[src/rtl/alu_rr_arbiter.sv]
// Round-robin front end for one shared combinational ALU: grants one of two requesters,
// holds the operands for the execution time and returns the captured result with its id.
module alu_rr_arbiter #(
   parameter int DATA_W  = 32,
   parameter int MUL_LAT = 3
) (
   input  logic              clk_i,
   input  logic              rst_i,
   input  logic              req0_valid_i,
   input  logic [2:0]        req0_op_i,
   input  logic [DATA_W-1:0] req0_src1_i,
   input  logic [DATA_W-1:0] req0_src2_i,
   output logic              req0_ready_o,
   input  logic              req1_valid_i,
   input  logic [2:0]        req1_op_i,
   input  logic [DATA_W-1:0] req1_src1_i,
   input  logic [DATA_W-1:0] req1_src2_i,
   output logic              req1_ready_o,
   output logic [2:0]        alu_op_o,
   output logic [DATA_W-1:0] alu_src1_o,
   output logic [DATA_W-1:0] alu_src2_o,
   input  logic [DATA_W-1:0] alu_result_i,
   output logic              resp_valid_o,
   input  logic              resp_ready_i,
   output logic              resp_id_o,
   output logic [DATA_W-1:0] resp_result_o,
   output logic              busy_o
);

   typedef enum logic [1:0] {IDLE, EXEC, RESP} state_t;

   localparam logic [2:0] OP_MUL  = 3'b101;
   localparam logic [3:0] MUL_CNT = 4'(MUL_LAT - 1);

   state_t              state_q, state_d;
   logic                prio_q, prio_d;
   logic                id_q, id_d;
   logic [3:0]          cnt_q, cnt_d;
   logic [2:0]          op_q, op_d;
   logic [DATA_W-1:0]   src1_q, src1_d;
   logic [DATA_W-1:0]   src2_q, src2_d;
   logic                resp_valid_q, resp_valid_d;
   logic                resp_id_q, resp_id_d;
   logic [DATA_W-1:0]   resp_result_q, resp_result_d;
   logic                grant_vld;
   logic                grant_id;
   logic                ready0, ready1;

   // Contention goes to prio; a lone requester wins regardless of prio.
   always_comb begin
      grant_vld = req0_valid_i | req1_valid_i;
      if (req0_valid_i && req1_valid_i) begin
         grant_id = prio_q;
      end else begin
         grant_id = req1_valid_i;
      end
   end

   always_comb begin
      state_d       = state_q;
      prio_d        = prio_q;
      id_d          = id_q;
      cnt_d         = cnt_q;
      op_d          = op_q;
      src1_d        = src1_q;
      src2_d        = src2_q;
      resp_valid_d  = resp_valid_q;
      resp_id_d     = resp_id_q;
      resp_result_d = resp_result_q;
      ready0        = 1'b0;
      ready1        = 1'b0;
      case (state_q)
         IDLE: begin
            // No accept while reset is asserted, so a requester never sees a lost handshake.
            if (grant_vld && !rst_i) begin
               ready0 = ~grant_id;
               ready1 = grant_id;
               if (grant_id) begin
                  op_d   = req1_op_i;
                  src1_d = req1_src1_i;
                  src2_d = req1_src2_i;
               end else begin
                  op_d   = req0_op_i;
                  src1_d = req0_src1_i;
                  src2_d = req0_src2_i;
               end
               id_d    = grant_id;
               prio_d  = ~grant_id;
               cnt_d   = (op_d == OP_MUL) ? MUL_CNT : 4'd0;
               state_d = EXEC;
            end
         end
         EXEC: begin
            if (cnt_q == 4'd0) begin
               resp_result_d = alu_result_i;
               resp_id_d     = id_q;
               resp_valid_d  = 1'b1;
               state_d       = RESP;
            end else begin
               cnt_d = cnt_q - 4'd1;
            end
         end
         RESP: begin
            if (resp_ready_i) begin
               resp_valid_d = 1'b0;
               state_d      = IDLE;
            end
         end
         default: state_d = IDLE;
      endcase
   end

   always_ff @(posedge clk_i) begin
      if (rst_i) begin
         state_q       <= IDLE;
         prio_q        <= 1'b0;
         id_q          <= 1'b0;
         cnt_q         <= 4'd0;
         op_q          <= 3'd0;
         src1_q        <= '0;
         src2_q        <= '0;
         resp_valid_q  <= 1'b0;
         resp_id_q     <= 1'b0;
         resp_result_q <= '0;
      end else begin
         state_q       <= state_d;
         prio_q        <= prio_d;
         id_q          <= id_d;
         cnt_q         <= cnt_d;
         op_q          <= op_d;
         src1_q        <= src1_d;
         src2_q        <= src2_d;
         resp_valid_q  <= resp_valid_d;
         resp_id_q     <= resp_id_d;
         resp_result_q <= resp_result_d;
      end
   end

   assign req0_ready_o  = ready0;
   assign req1_ready_o  = ready1;
   assign alu_op_o      = op_q;
   assign alu_src1_o    = src1_q;
   assign alu_src2_o    = src2_q;
   assign resp_valid_o  = resp_valid_q;
   assign resp_id_o     = resp_id_q;
   assign resp_result_o = resp_result_q;
   assign busy_o        = (state_q != IDLE);

endmodule

[config.mk]
export PLATFORM = sky130hd
export DESIGN_NAME = alu_rr_arbiter
export DESIGN_NICKNAME = d
export VERILOG_FILES = /design/src/rtl/alu_rr_arbiter.sv
export SDC_FILE = /design/constraint.sdc
export NUM_CORES = 1
export LEC_CHECK = 0
export ABC_AREA = 1
export ABC_CLOCK_PERIOD_IN_PS = 1400
export CORE_UTILIZATION = 34
export CTS_CLUSTER_SIZE = 25
export DETAILED_ROUTE_END_ITERATION = 7
export GPL_ROUTABILITY_DRIVEN = 0
export PLACE_DENSITY = 0.75
export SLEW_MARGIN = 20
export SYNTH_ARGS = -nofsm -noshare
export SYNTH_HDL_FRONTEND = slang
export SYNTH_SLANG_ARGS = --single-unit
[constraint.sdc]
create_clock -name clk_i -period 1.4 [get_ports clk_i]
set_clock_uncertainty 0.05 [all_clocks]
set_input_delay 0.28 -clock clk_i [delete_from_list [all_inputs] [get_ports clk_i]]
set_output_delay 0.28 -clock clk_i [all_outputs]
set_load 0.01 [all_outputs]
==> key figures <==
Run status
  – Status: finished with violations
  – Failing checks: setup timing

Timing
  – Final worst path period share: 1.09
  – # setup viols final: 52
  – Max Freq: roughly 0.65 GHz
  – Slew headroom: 0.533
  – Setup ws final: -0.131 ns
  – Slew Limit Fails: 0
  – Worst-Margin Slew: between 0.7 and 0.8 ns
  – Fin crit period: 1.53 ns
  – Setup_tns: -2.74 ns
  – RSZ-0062 raised after global routing: yes
  – Final hold violation count: 0

Power
  – Sw frac: 0.303
  – Worst VDD drop: roughly 0.58 mV
  – Clk pwr share: 0.270
  – Cell Int Power: around 6.3 mW
  – Pleak: 4.26 nW
  – Comb pwr share: 0.327
  – Seq pwr share: 0.403
  – Power per cell area: 1010 nW/um2
  – Net Sw Power: between 2 and 3 mW

Floorplan
  – I/O pins: ~280
  – Std-Cell Rows: 42
  – Die X: roughly 120 um
  – Full die area: 14200 um2
  – Initial Util: 0.351
  – Core Area: between 10000 and 15000 um2
  – Die Span Y: 119 um

Finish
  – Design area: 8900 um2
  – Final Core Density: 0.669
  – Layout cell share with drive strength beyond 1: 0.208
  – Final nets: between 1000 and 1500
  – Area Overhead vs Synth: 90.7%
  – Fillcell total: ~1200

Route
  – Pre-antenna DRT Iters: 4
  – Routed WL: around 18 mm
  – Drt wl/cell: between 15 and 20 um
  – Vias/cell: about 4.7
  – Initial drt markers: 284
  – Vias: roughly 5500
  – Post-route ant nets: 0
  – Drc violations: 0

Synth
  – Area share of the largest cell type after synthesis: 0.468
  – #FFs+latches synth: roughly 110
  – Synth Net Count: between 800 and 900
  – Post-Syn Area: about 4700 um2
  – Post-synthesis sequential area ratio: 0.468
  – EDFF count, synth: 0
  – Most common library cells after synthesis: nand2_1 (299), dfxtp_1 (109), nor2_1 (76)
  – Distinct cell type count of the synthesized netlist: 28
  – Synth area leaders: dfxtp_1 (47%), nand2_1 (24%), nor2_1 (6.1%)
  – Post-synthesis compound-gate area fraction: 0.121
  – Syn avg cell area: around 6.9 um2
  – Post-synth ARST share: 0
  – Main synth FF type: dfxtp_1
  – Synthesized instance count: between 600 and 700
  – Count leader, synth: nand2_1
  – Largest family of logic cells by synthesized area: simple AND/OR/NAND/NOR gates
  – Post-Synth XOR/XNOR Area: 0
  – Synth warn: 0
  – Synth Area in Simple Gates: 0.335
  – Post-synthesis adder-cell area fraction: 0.00536
  – Post-synth top area cell: dfxtp_1
  – Post-synthesis mux area share: 0

Clock network
  – Clock-pin slew on the worst setup and hold paths: roughly 0.070 ns
  – CTS tree: built
  – H-tree depth: 3
  – Hold Buf Count CTS: 0
  – Clock Tree Buf Depth: 2
  – Num Clock Sinks: roughly 110
  – Root buf cell: clkbuf_16
  – CTS Buf Count: 9
  – Worst skew pair latency: roughly 0.35 ns

Placement
  – DP Area: roughly 7600 um2
  – Post-DP HPWL: roughly 11 mm
  – Dpl ws: -0.742 ns
  – Buffers on Ports: about 270

Min path
  – Worst Hold Path EP: cnt_q[0]$_SDFFE_PP0P_
  – Worst hold start: cnt_q[0]$_SDFFE_PP0P_
  – Min-Delay Path Class: reg2reg
  – Worst Hold Depth: 1

Worst setup path
  – CP required: roughly 1.1 ns
  – Worst Path Class, Setup: reg2out
  – Reg2reg start: state_q[0]$_SDFFE_PP0P_
  – Worst setup SP type: flop
  – Reg2reg end: alu_src1_o[13]$_SDFFE_PP0P_
  – Register-to-register setup slack: -0.11 ns
  – Worst Setup End Kind: output pin
  – Arr. time, crit path: between 1 and 1.5 ns
  – Reg2Reg Depth: 8
  – CP Max Fanout: 4

Global routing
  – Number of global-route vias before repair: about 5300
  – Largest net degree at the start of global routing: 55
  – Initial antenna violation count: 1
  – First-pass GRT wire length: between 20 and 30 mm
  – GRT overflow: 0
  – Tot GR Track Use: 0.230

Run
  – Max-cap violations: 0
==> cell usage in the layout, fill, tap and decap left out, types with 4 or more instances in the layout <==
cell / n
a21oi_1: 34
buf_8: 4
nand2_2: 31
nand3_1: 8
inv_2: 5
nand2_1: 253
buf_12: 9
buf_6: 13
buf_4: 21
a21oi_2: 22
dfxtp_2: 5
nor2_1: 51
nor2_2: 17
clkbuf_16: 19
o21ai_1: 14
buf_16: 4
o21ai_0: 27
inv_1: 12
clkdlybuf4s50_1: 167
nand2_4: 14
dfxtp_1: 104
dlygate4sd2_1: 101
nand3_2: 11
nor2_4: 10
==> worst max-delay path by stage <==
stage	to	cells after the start	slack (ns)	from
2_1_floorplan	resp_result_o[23]$_SDFFE_PP0P_	8	0.11	cnt_q[0]$_SDFFE_PP0P_
3_3_place_gp	req0_ready_o	6	-0.74	req1_valid_i
3_5_place_dp	req0_ready_o	6	-0.74	req1_valid_i
4_1_cts	req0_ready_o	4	-0.19	state_q[0]$_SDFFE_PP0P_
5_1_grt	alu_src1_o[3]$_SDFFE_PP0P_	9	-0.19	state_q[0]$_SDFFE_PP0P_
6_report	req0_ready_o	4	-0.13	state_q[0]$_SDFFE_PP0P_
==> registers in the layout, indices dropped and copies added, names as in the netlist <==
| signal | count |
|---|---|
| alu_op_o | 3 |
| alu_src2_o | 32 |
| resp_result_o | 32 |
| cnt_q | 4 |
| resp_id_o | 1 |
| id_q | 1 |
| prio_q | 1 |
| resp_valid_o | 1 |
| alu_src1_o | 32 |
| state_q | 2 |
==> through the flow <==
step,hold slack (ns),power [mW],std cells
floorplan,0.343,4.67,676
global placement,0.388,6.02,1113
detailed placement,0.391,6.04,1113
CTS,0.405,8.59,1142
global route,0.399,9.42,1161
finish,0.378,8.96,1162
==> power groups by stage <==
stage | combinational, mW | sequential, mW | clock [mW]
after global placement | 2.38 | 3.64 | 0
final | 2.93 | 3.61 | 2.42
after global routing | 3.17 | 3.65 | 2.60
after detailed placement | 2.39 | 3.65 | 0
after floorplan | 0.886 | 3.79 | 0
after CTS | 2.54 | 3.59 | 2.45
==> final cells by class <==
cell class / count / area [um2] / share of cell area
Clock buffer: 13 / 260 / 0.0292
Inverter: 22 / 119 / 0.0134
Tap cell: 176 / 220 / 0.0247
Antenna cell: 1 / 2.50 / 0.000281
Multi-Input combinational cell: 505 / 2590 / 0.291
Timing Repair Buffer: 332 / 3490 / 0.392
Clock inverter: 1 / 7.51 / 0.000843
Timing Repair inverter: 3 / 31.3 / 0.00351
Sequential cell: 109 / 2190 / 0.246
==> layer usage <==
layer	wire, um	share of wire	global-route usage	vias up
met5	0	0	0	-
met1	7170	0.39	0.252	2447
met3	1510	0.082	0.0709	43
met2	9100	0.49	0.402	257
li1	-	-	-	2742
met4	663	0.036	0.108	0
==> logic make-up (layout without fill, tap and decap cells) <==
kind of cell | count (synthesis) | in the layout
AOI/OAI and AO/OA | 101 | 101
and+or+nand+nor | 402 | 402
other | 0 | 1
adders and majority gates | 2 | 2
buffers and inverters | 62 | 371
DFF | 109 | 109
==> worst max-delay path: stages, from the launching register on <==
cell	delay, ns
dfxtp_2	0.34
nor2_4	0.14
nand3_4	0.13
nor2_4	0.13
buf_6	0.12
==> repair_timing <==
action                     in CTS  in global routing
pin swaps                      15                 17
buffers inserted                7                  6
gates cloned                    8                 16
setup endpoints to repair     177                108
gates resized for setup       210                100
Power figures use the tool's default switching activity.
